**config.mk**
```make
export PLATFORM = sky130hd
export DESIGN_NAME = regfile_writeback_queue
export DESIGN_NICKNAME = d
export VERILOG_FILES = /design/src/rtl/regfile_writeback_queue.sv
export SDC_FILE = /design/constraint.sdc
export NUM_CORES = 1
export LEC_CHECK = 0
export CORE_ASPECT_RATIO = 0.6
export CORE_MARGIN = 2
export CORE_UTILIZATION = 40
export DETAILED_ROUTE_END_ITERATION = 6
export GPL_TIMING_DRIVEN = 0
export SETUP_SLACK_MARGIN = 0.2
export SLEW_MARGIN = 30
export SYNTH_ARGS = -nofsm -noshare
export SYNTH_HDL_FRONTEND = slang
export SYNTH_SLANG_ARGS = --single-unit
```
**constraint.sdc**
```tcl
create_clock -name clk -period 3.73 [get_ports clk]
set_input_delay 0.746 -clock clk [delete_from_list [all_inputs] [get_ports clk]]
set_output_delay 0.746 -clock clk [all_outputs]
set_load 0.005 [all_outputs]
```
**src/rtl/regfile_writeback_queue.sv**
```systemverilog
`default_nettype none
// ============================================================================
// Module   : regfile_writeback_queue
// Purpose  : Writer-side front end of the integer register file. Accepts
//            results from the load unit and the ALU, keeps them in program
//            order in a small circular queue and drains one result per cycle
//            into registered register-file write outputs. Two combinational
//            lookup ports let operand fetch forward still-pending values.
// Ports    : clk, resetN (async, active-low)
//            memValid/memReady/memRd/memData   load result input
//            aluValid/aluReady/aluRd/aluData   ALU result input
//            writeRegister/writeData/regWrite  register file write port (reg)
//            lookupReg1/hit1/hitData1          forwarding query 1
//            lookupReg2/hit2/hitData2          forwarding query 2
//            count                             occupied queue entries
// Revision : 1.0 - initial release
// ============================================================================
module regfile_writeback_queue #(
    parameter int DEPTH      = 4,
    parameter int DATA_WIDTH = 32,
    parameter int ADDR_WIDTH = 5,
    localparam int CW        = $clog2(DEPTH + 1)
) (
    input  logic                  clk,
    input  logic                  resetN,
    input  logic                  memValid,
    output logic                  memReady,
    input  logic [ADDR_WIDTH-1:0] memRd,
    input  logic [DATA_WIDTH-1:0] memData,
    input  logic                  aluValid,
    output logic                  aluReady,
    input  logic [ADDR_WIDTH-1:0] aluRd,
    input  logic [DATA_WIDTH-1:0] aluData,
    output logic [ADDR_WIDTH-1:0] writeRegister,
    output logic [DATA_WIDTH-1:0] writeData,
    output logic                  regWrite,
    input  logic [ADDR_WIDTH-1:0] lookupReg1,
    output logic                  hit1,
    output logic [DATA_WIDTH-1:0] hitData1,
    input  logic [ADDR_WIDTH-1:0] lookupReg2,
    output logic                  hit2,
    output logic [DATA_WIDTH-1:0] hitData2,
    output logic [CW-1:0]         count
);

    localparam int PW = $clog2(DEPTH);

    logic [ADDR_WIDTH-1:0] rd_q   [DEPTH];
    logic [ADDR_WIDTH-1:0] rd_d   [DEPTH];
    logic [DATA_WIDTH-1:0] data_q [DEPTH];
    logic [DATA_WIDTH-1:0] data_d [DEPTH];
    logic [PW-1:0]         head_q, head_d;
    logic [PW-1:0]         tail_q, tail_d;
    logic [CW-1:0]         count_q, count_d;
    logic                  regWrite_q, regWrite_d;
    logic [ADDR_WIDTH-1:0] writeRegister_q, writeRegister_d;
    logic [DATA_WIDTH-1:0] writeData_q, writeData_d;

    logic [CW-1:0]         free;
    logic                  mem_push;
    logic                  alu_push;
    logic                  pop;
    logic [PW-1:0]         alu_slot;

    always_comb begin
        // Credit is based on occupancy at cycle start; a same-cycle pop
        // does not free a slot for this cycle's accepts.
        free     = CW'(DEPTH) - count_q;
        memReady = (free >= CW'(1));
        // The ALU only gets the last free slot when the load unit is idle.
        aluReady = (free >= CW'(2)) || ((free >= CW'(1)) && !memValid);

        // Results to x0 are consumed but never stored.
        mem_push = memValid && memReady && (memRd != '0);
        alu_push = aluValid && aluReady && (aluRd != '0);
        pop      = (count_q != '0);

        rd_d     = rd_q;
        data_d   = data_q;
        // Load result is older, so it takes the tail slot first.
        alu_slot = tail_q + PW'(mem_push);
        if (mem_push) begin
            rd_d[tail_q]   = memRd;
            data_d[tail_q] = memData;
        end
        if (alu_push) begin
            rd_d[alu_slot]   = aluRd;
            data_d[alu_slot] = aluData;
        end

        tail_d  = tail_q + PW'(mem_push) + PW'(alu_push);
        head_d  = head_q + PW'(pop);
        count_d = count_q + CW'(mem_push) + CW'(alu_push) - CW'(pop);

        regWrite_d      = pop;
        writeRegister_d = pop ? rd_q[head_q]   : writeRegister_q;
        writeData_d     = pop ? data_q[head_q] : writeData_q;
    end

    always_ff @(posedge clk or negedge resetN) begin
        if (!resetN) begin
            for (int i = 0; i < DEPTH; i++) begin
                rd_q[i]   <= '0;
                data_q[i] <= '0;
            end
            head_q          <= '0;
            tail_q          <= '0;
            count_q         <= '0;
            regWrite_q      <= 1'b0;
            writeRegister_q <= '0;
            writeData_q     <= '0;
        end else begin
            rd_q            <= rd_d;
            data_q          <= data_d;
            head_q          <= head_d;
            tail_q          <= tail_d;
            count_q         <= count_d;
            regWrite_q      <= regWrite_d;
            writeRegister_q <= writeRegister_d;
            writeData_q     <= writeData_d;
        end
    end

    // Scan oldest to youngest so later matches override earlier ones:
    // output stage first, then queue from head toward tail.
    function automatic void lookup(
        input  logic [ADDR_WIDTH-1:0] key,
        output logic                  hit,
        output logic [DATA_WIDTH-1:0] data
    );
        logic [PW-1:0] idx;
        hit  = 1'b0;
        data = '0;
        if (regWrite_q && (writeRegister_q == key)) begin
            hit  = 1'b1;
            data = writeData_q;
        end
        for (int i = 0; i < DEPTH; i++) begin
            idx = head_q + PW'(i);
            if ((CW'(i) < count_q) && (rd_q[idx] == key)) begin
                hit  = 1'b1;
                data = data_q[idx];
            end
        end
        if (key == '0) begin
            hit  = 1'b0;
            data = '0;
        end
    endfunction

    always_comb begin
        hit1     = 1'b0;
        hitData1 = '0;
        hit2     = 1'b0;
        hitData2 = '0;
        lookup(lookupReg1, hit1, hitData1);
        lookup(lookupReg2, hit2, hitData2);
    end

    assign regWrite      = regWrite_q;
    assign writeRegister = writeRegister_q;
    assign writeData     = writeData_q;
    assign count         = count_q;

endmodule
`default_nettype wire

```
; Yosys cells after proc, flatten, opt, wreduce, memory -nomap -nowiden
; Index checks and enable logic that the tools add are counted.
[op_classes]
n_reduce_logical = 24
shift = 0
n_mux = 64
multipliers = 0
eq_ne = 10
add_sub_neg = 10
div_mod_pow = 0
order_cmp = 14
bitwise_logic = 6
[op_table]
columns = cell, count
row1 = 2-to-1 mux 32 bit, 22
row2 = binary-select mux 32 bit (select 2 bit), 4
row3 = bitwise mux 128 bit, 2
row4 = 2-to-1 mux 128 bit, 2
row5 = demux 32 bit (select 2 bit), 2
row6 = == test 5 bit, 10
row7 = 2-to-1 mux 5 bit, 10
row8 = binary-select mux 5 bit (select 2 bit), 4
row9 = bitwise mux 20 bit, 2
row10 = 2-to-1 mux 20 bit, 2
row11 = demux 5 bit (select 2 bit), 2
row12 = "greater-or-equal comparator 3 bit, second input constant", 6
row13 = NOT 2 -> 3 bit, 6
row14 = logical AND 1 bit, 17
row15 = 2-to-1 mux 1 bit, 12
row16 = logical NOT 5 bit, 2
row17 = nonzero test 5 bit, 2
row18 = adder 2 x 1 -> 2 bit, 3
row19 = adder 3 x 1 -> 3 bit, 2
row20 = "< comparator 1 x 3 -> 1 bit, first input constant", 2
row21 = "< comparator 2 x 3 -> 1 bit, first input constant", 2
row22 = "< comparator 3 x 1 -> 1 bit, second input constant", 2
row23 = "adder 2 bit, second input constant", 2
row24 = "greater-or-equal comparator 3 x 1 -> 1 bit, second input constant", 1
row25 = other kinds (7), 7
[word_totals]
input_bits = 88
latchBits = 0
mem_bits_rw = 0
rom_bits = 0
ff_bits = 193
memories = 0

; Longest topological paths before layout
[logic_depth]
depth_word = 12
mapped_depth = 14
mapped_depth_nobuf = 12

; Worst setup path after synthesis
; OpenSTA, ideal clock, no wires.
[synth_timing]
path_kind = flip-flop to output port
from = reg head_q[0]
to = out hitData2[10]
slack_ps = 304
path_buffers = 4
stages_incl_launch_ff = 12
required_time_ps = 2984
t_arrival_ps = 2680
path_cell_list = dfrtp_1 > buf_4 > buf_2 > buf_6 > mux4_2 > xor2_1 > nor4_2 > nand3_2 > clkbuf_1 > nor2_1 > a2111oi_1 > a2111oi_2
[synth_between]
elab_chain_len = 11
word_cells_on_any_way = 44
cone_classes = add/sub: 3 / eq/ne: 4 / mux: 29 / bitwise: 4 / reduce/logical: 4
[synth_lines]
columns = item, line_no
row1 = start: declaration, 52  ; logic [PW-1:0] head_q, head_d;
row2 = start signal: assignment, 106  ; head_q <= '0;
row3 = start signal: assignment, 115  ; head_q <= head_d;
row4 = adder 2 x 1 -> 2 bit or NOT 2 -> 3 bit (tied branches), "139, 140, 142"
row5 = NOT 2 -> 3 bit (not written as such) or binary-select mux 5 bit (select 2 bit) (tied branches), "140, 142"
row6 = binary-select mux 5 bit (select 2 bit) or 2-to-1 mux 5 bit (tied branches), 140  ; if ((CW'(i) < count_q) && (rd_q[idx] == key)) begin
row7 = 2-to-1 mux 5 bit (not written as such), 140
row8 = 2-to-1 mux 5 bit (not written as such) or == test 5 bit (tied branches), 140
row9 = == test 5 bit or logical AND 1 bit (tied branches), 140
row10 = logical AND 1 bit or 2-to-1 mux 32 bit (tied branches), 140
row11 = 2-to-1 mux 32 bit (2 in a row), 140
row12 = 2-to-1 mux 32 bit *, 140
row13 = 2-to-1 mux 32 bit *, 145  ; if (key == '0) begin
row14 = end: declaration, 42  ; output logic [DATA_WIDTH-1:0] hitData2,
; Every way passes the cells marked *; elsewhere a longest branch is shown, timed or not. The select of a mux whose other input is x is not followed.

; Worst setup path after layout
[layout_timing]
from = reg head_q[0]
to = out hitData2[27]
; The elaborated chain is that of the path after synthesis.

==> impl_results.html <==
<table>
<tr><th>Metric</th><th>Value</th></tr>
<tr><th colspan="2">Outcome</th></tr>
<tr><td>Run status</td><td>complete, but fails checks</td></tr>
<tr><td>Violated checks</td><td>setup timing</td></tr>
<tr><th colspan="2">STA</th></tr>
<tr><td>Final Max Tran Viols</td><td>0</td></tr>
<tr><td>Fin crit share</td><td>123%</td></tr>
<tr><td>Total of endpoints with negative setup slack in the final report</td><td>66</td></tr>
<tr><td>Count of endpoints failing hold in the final timing report</td><td>0</td></tr>
<tr><td>Setup repair after global routing missed its margin</td><td>true</td></tr>
<tr><td>Worst setup margin</td><td>-875 ps</td></tr>
<tr><td>Max_slew headroom</td><td>22.5%</td></tr>
<tr><td>Maximum clock skew at final layout</td><td>~20 ps</td></tr>
<tr><td>Timing-limited maximum frequency</td><td>between 0.2 and 0.25 GHz</td></tr>
<tr><td>Transition time of the tightest slew-check pin</td><td>1160 ps</td></tr>
<tr><td>Tmin final</td><td>between 4000 and 5000 ps</td></tr>
<tr><th colspan="2">Critical path</th></tr>
<tr><td>Worst reg-to-reg setup slack</td><td>about 440 ps</td></tr>
<tr><td>Slowest Stage Delay on Critical Path</td><td>around 630 ps</td></tr>
<tr><td>Data arrival, critical path</td><td>3860 ps</td></tr>
<tr><td>Type of origin of the critical path</td><td>flop</td></tr>
<tr><td>Critical register-to-register path startpoint</td><td>count[0]$_DFF_PN0_</td></tr>
<tr><td>WP data required</td><td>2980 ps</td></tr>
<tr><td>Worst Setup EP</td><td>hitData2[27]</td></tr>
<tr><td>Most used cell, CP</td><td>sky130_fd_sc_hd__buf_4</td></tr>
<tr><td>Category of the critical setup timing path</td><td>flop to primary output</td></tr>
<tr><td>Crit. End Element</td><td>primary output</td></tr>
<tr><td>Cell breakdown of the critical path</td><td>buf_6 -&gt; buf_12 -&gt; buf_4 -&gt; buf_4 -&gt; clkinv_1 -&gt; clkbuf_1 -&gt; clkbuf_2 -&gt; mux2i_1 -&gt; a2111oi_0 -&gt; a2111oi_2 -&gt; buf_2</td></tr>
<tr><td>Maximum fanout along the worst path</td><td>10</td></tr>
<tr><td>Setup crit start</td><td>head_q[0]$_DFF_PN0_</td></tr>
<tr><td>R2r endpoint</td><td>data_q[96]$_DFF_PN0_</td></tr>
<tr><td>Count of cells along the worst register-to-register path</td><td>11</td></tr>
<tr><td>Cell at the slowest stage of the critical path</td><td>sky130_fd_sc_hd__mux2i_1</td></tr>
<tr><th colspan="2">Global route</th></tr>
<tr><td>Initial antenna violation count</td><td>1</td></tr>
<tr><td>First-pass GRT wire length</td><td>104,000 um</td></tr>
<tr><td>Pin count of the biggest net entering global routing</td><td>72</td></tr>
<tr><td>GRT Residual Overflow</td><td>0</td></tr>
<tr><td>Via count of the first global-routing pass</td><td>~15,000</td></tr>
<tr><td>All-layer global routing usage</td><td>between 30% and 40%</td></tr>
<tr><th colspan="2">Floorplan</th></tr>
<tr><td>Standard cell core area</td><td>about 38,000 sq um</td></tr>
<tr><td>Starting density of the core</td><td>about two fifths</td></tr>
<tr><td>Die footprint</td><td>between 40,000 and 50,000 sq um</td></tr>
<tr><td>IO Pins</td><td>~200</td></tr>
<tr><td>Number of placement rows</td><td>55</td></tr>
<tr><td>Height of the die</td><td>157 um</td></tr>
<tr><td>Die outline width</td><td>approximately 260 um</td></tr>
<tr><th colspan="2">Detailed routing</th></tr>
<tr><td>Via count</td><td>between 15,000 and 20,000</td></tr>
<tr><td>Post-DRT Antenna Nets</td><td>0</td></tr>
<tr><td>Drt total wl</td><td>around 74,000 um</td></tr>
<tr><td>Routed length per instance</td><td>27.4 um</td></tr>
<tr><td>Residual DRC count</td><td>0</td></tr>
<tr><td>Number of design-rule violations left by the first detailed-router iteration</td><td>2,457</td></tr>
<tr><td>Router iterations before antenna repair</td><td>5</td></tr>
<tr><td>Via-per-instance ratio</td><td>roughly 6.1</td></tr>
<tr><th colspan="2">Placed design</th></tr>
<tr><td>Post-placement cell area</td><td>18,100 sq um</td></tr>
<tr><td>Instance count after placement with tap cells included</td><td>2,598</td></tr>
<tr><td>Count of input and output buffers</td><td>186</td></tr>
<tr><td>Detail Placement HPWL</td><td>57,000 um</td></tr>
<tr><td>Routability Congestion</td><td>0.968</td></tr>
<tr><th colspan="2">Logic synthesis</th></tr>
<tr><td>Cell count after synthesis</td><td>between 1,500 and 2,000</td></tr>
<tr><td>Post-synth ARST share</td><td>between 90% and 100%</td></tr>
<tr><td>Number of distinct library cells after synthesis</td><td>54</td></tr>
<tr><td>Post-synth top flop</td><td>sky130_fd_sc_hd__dfrtp_1</td></tr>
<tr><td>Flop and latch count out of synthesis</td><td>between 150 and 200</td></tr>
<tr><td>Number of enable flip-flop cells after synthesis</td><td>0</td></tr>
<tr><td>Warnings, synthesis</td><td>0</td></tr>
<tr><td>Cell Area, Synth</td><td>approximately 16,000 sq um</td></tr>
<tr><td>Post-Syn Area per Cell</td><td>around 8.2 sq um</td></tr>
<tr><td>Fraction of the yosys area taken by sequential cells</td><td>a little under a third</td></tr>
<tr><td>Net count after synthesis</td><td>1,997</td></tr>
<tr><th colspan="2">Power and ir drop</th></tr>
<tr><td>Leak</td><td>a little over 9 nW</td></tr>
<tr><td>Largest vdd supply drop</td><td>between 0.0005 and 0.0006 V</td></tr>
<tr><td>Cell Pwr Density</td><td>approximately 1200 nW/um^2</td></tr>
<tr><th colspan="2">Final layout</th></tr>
<tr><td>Fin nets</td><td>~2,300</td></tr>
<tr><td>Post-route non-filler standard cell count</td><td>approximately 2,700</td></tr>
<tr><td>Layout Area Growth over Synthesis</td><td>35.0%</td></tr>
<tr><td>Final non-filler cell area</td><td>between 20,000 and 25,000 sq um</td></tr>
<tr><td>Share of cells above drive strength 1</td><td>23.7%</td></tr>
<tr><td>Layout Utilization</td><td>55.3%</td></tr>
<tr><th colspan="2">CTS</th></tr>
<tr><td>CTS Buf Count</td><td>17</td></tr>
<tr><td>CTS clock-pin slew for the worst setup and hold paths</td><td>around 90 ps</td></tr>
<tr><td>Clock Latency Late Sink</td><td>around 470 ps</td></tr>
<tr><td>Clock root buffer</td><td>sky130_fd_sc_hd__clkbuf_16</td></tr>
<tr><td>H-tree Lvls</td><td>4</td></tr>
<tr><td>Maximum clock path buffer count</td><td>2</td></tr>
<tr><td>Number of buffers inserted by hold repair at cts</td><td>0</td></tr>
<tr><td>CTS sink cnt</td><td>~190</td></tr>
<tr><td>CTS tree</td><td>yes</td></tr>
<tr><th colspan="2">Run</th></tr>
<tr><td>Max-cap violation count</td><td>0</td></tr>
<tr><th colspan="2">Hold path</th></tr>
<tr><td>Worst min-delay path class</td><td>primary input to async pin</td></tr>
</table>
==> sequential cells by signal, indices dropped and copies added, names as in the netlist <==
signal	cells
count	3
writeRegister	5
regWrite	1
tail_q	2
rd_q	20
writeData	32
data_q	128
head_q	2
==> where the power goes <==
group / switching, W / internal, W / total, W
Combinational: 0.0109 / 0.00686 / 0.0178
Clock: 0.00109 / 0.000942 / 0.00203
Sequential: 0.00162 / 0.00324 / 0.00486
==> how the worst min path moves through the flow <==
stage                              startpoint                   to  depth (start not counted)
after floorplan                        resetN   count[0]$_DFF_PN0_                          0
after global placement    head_q[0]$_DFF_PN0_  head_q[0]$_DFF_PN0_                          1
after detailed placement  head_q[0]$_DFF_PN0_  head_q[0]$_DFF_PN0_                          1
after CTS                              resetN    rd_q[0]$_DFF_PN0_                          1
after global routing                   resetN    rd_q[0]$_DFF_PN0_                          1
final                                  resetN    rd_q[0]$_DFF_PN0_                          1
==> timing repair <==
item                                    CTS  global route
gates resized for setup                 580           140
cloned                                    6             0
endpoints found under the setup margin  214           204
buffers inserted                         44            24
pin swaps                               108            61
==> critical path, delay by kind of cell (launching register included) <==
family,cells,cell delay (ps)
multiplexers,1,630
AO/OA/AOI/OAI,2,650
buffers and inverters,8,1680
flip-flops,1,410
==> cells by family (layout without fill, tap and decap cells) <==
family	after synthesis	count (layout)	share of synthesized area [%]
simple gates	748	749	19.1
compound gates	367	367	17.4
mux	340	340	23.4
flops	193	193	31.1
buf+inv	183	475	5.00
xor+xnor	54	54	3.04
fa+ha+maj	12	12	1.06
other cells	0	1	0
==> cell type report <==
cell class,instances,area [sq um]
clock buffer,17,425
buffer,169,1090
inverter,13,52.6
tap,513,642
sequential,193,4830
fill,3487,17000
timing repair buffer,261,2340
clock inverter,15,220
multi-input combinational,1522,11400
antenna,1,2.50
==> Yosys cell counts (7+ instances only) <==
| master | number | area (sq um) |
|---|---|---|
| sky130_fd_sc_hd__nand2_1 | 485 | 1820 |
| sky130_fd_sc_hd__mux2i_1 | 317 | 3170 |
| sky130_fd_sc_hd__dfrtp_1 | 193 | 4830 |
| sky130_fd_sc_hd__nor2_1 | 190 | 713 |
| sky130_fd_sc_hd__a21oi_1 | 184 | 921 |
| sky130_fd_sc_hd__clkbuf_1 | 96 | 360 |
| sky130_fd_sc_hd__buf_2 | 37 | 185 |
| sky130_fd_sc_hd__nand3_1 | 36 | 180 |
| sky130_fd_sc_hd__a221o_1 | 32 | 320 |
| sky130_fd_sc_hd__o221ai_1 | 32 | 280 |
| sky130_fd_sc_hd__a211oi_1 | 31 | 233 |
| sky130_fd_sc_hd__a2111oi_2 | 29 | 435 |
| sky130_fd_sc_hd__buf_1 | 29 | 109 |
| sky130_fd_sc_hd__xnor2_1 | 27 | 236 |
| sky130_fd_sc_hd__xor2_1 | 27 | 236 |
| sky130_fd_sc_hd__a2111oi_1 | 21 | 210 |
| sky130_fd_sc_hd__mux4_2 | 18 | 405 |
| sky130_fd_sc_hd__a2111oi_0 | 11 | 96.3 |
| sky130_fd_sc_hd__ha_1 | 10 | 125 |
| sky130_fd_sc_hd__inv_1 | 10 | 37.5 |
| sky130_fd_sc_hd__nor3_1 | 7 | 35.0 |
==> cells in the final DEF, fill, tap and decap left out, types with 10 or more instances in the layout <==
master	instances
sky130_fd_sc_hd__mux2i_1	298
sky130_fd_sc_hd__buf_1	11
sky130_fd_sc_hd__a2111oi_2	21
sky130_fd_sc_hd__nand2_1	485
sky130_fd_sc_hd__clkdlybuf4s50_1	119
sky130_fd_sc_hd__ha_1	10
sky130_fd_sc_hd__dfrtp_1	193
sky130_fd_sc_hd__nor2_1	160
sky130_fd_sc_hd__a211oi_2	23
sky130_fd_sc_hd__buf_8	14
sky130_fd_sc_hd__xor2_1	20
sky130_fd_sc_hd__clkbuf_16	18
sky130_fd_sc_hd__a221o_1	32
sky130_fd_sc_hd__buf_6	36
sky130_fd_sc_hd__xnor2_1	26
sky130_fd_sc_hd__buf_4	49
sky130_fd_sc_hd__mux4_2	18
sky130_fd_sc_hd__mux2i_2	18
sky130_fd_sc_hd__a2111oi_4	29
sky130_fd_sc_hd__nor2_4	29
sky130_fd_sc_hd__a21oi_1	183
sky130_fd_sc_hd__nand3_2	12
sky130_fd_sc_hd__o221ai_2	23
sky130_fd_sc_hd__a2111oi_1	10
sky130_fd_sc_hd__buf_2	98
sky130_fd_sc_hd__clkbuf_1	38
sky130_fd_sc_hd__clkbuf_2	43
sky130_fd_sc_hd__nand3_1	24
==> per-stage QoR <==
| step | hold WS (ps) | power (W) | TNS (ps) | setup slack (ps) |
|---|---|---|---|---|
| 3_3_place_gp | 494 | 0.0194 | -1407640 | -6460 |
| 4_1_cts | 200 | 0.0228 | -40420 | -782 |
| 5_1_grt | 213 | 0.0257 | -55510 | -956 |
| 2_1_floorplan | 450 | 0.0131 | 0 | 304 |
| 6_report | 184 | 0.0247 | -49250 | -875 |
| 3_5_place_dp | 510 | 0.0196 | -173610 | -1260 |
==> per-layer routing <==
metal | routed length [um] | global-route usage (%) | part of all wire (%) | vias up
li1 | - | - | - | 7312
met1 | 35500 | 58.7 | 48 | 8108
met2 | 27300 | 44.1 | 37 | 1119
met3 | 10600 | 11.4 | 14 | 51
met4 | 638 | 4.16 | 0.86 | 0
met5 | 0 | 0 | 0 | -
No activity file was read; power rests on OpenSTA's default activity.
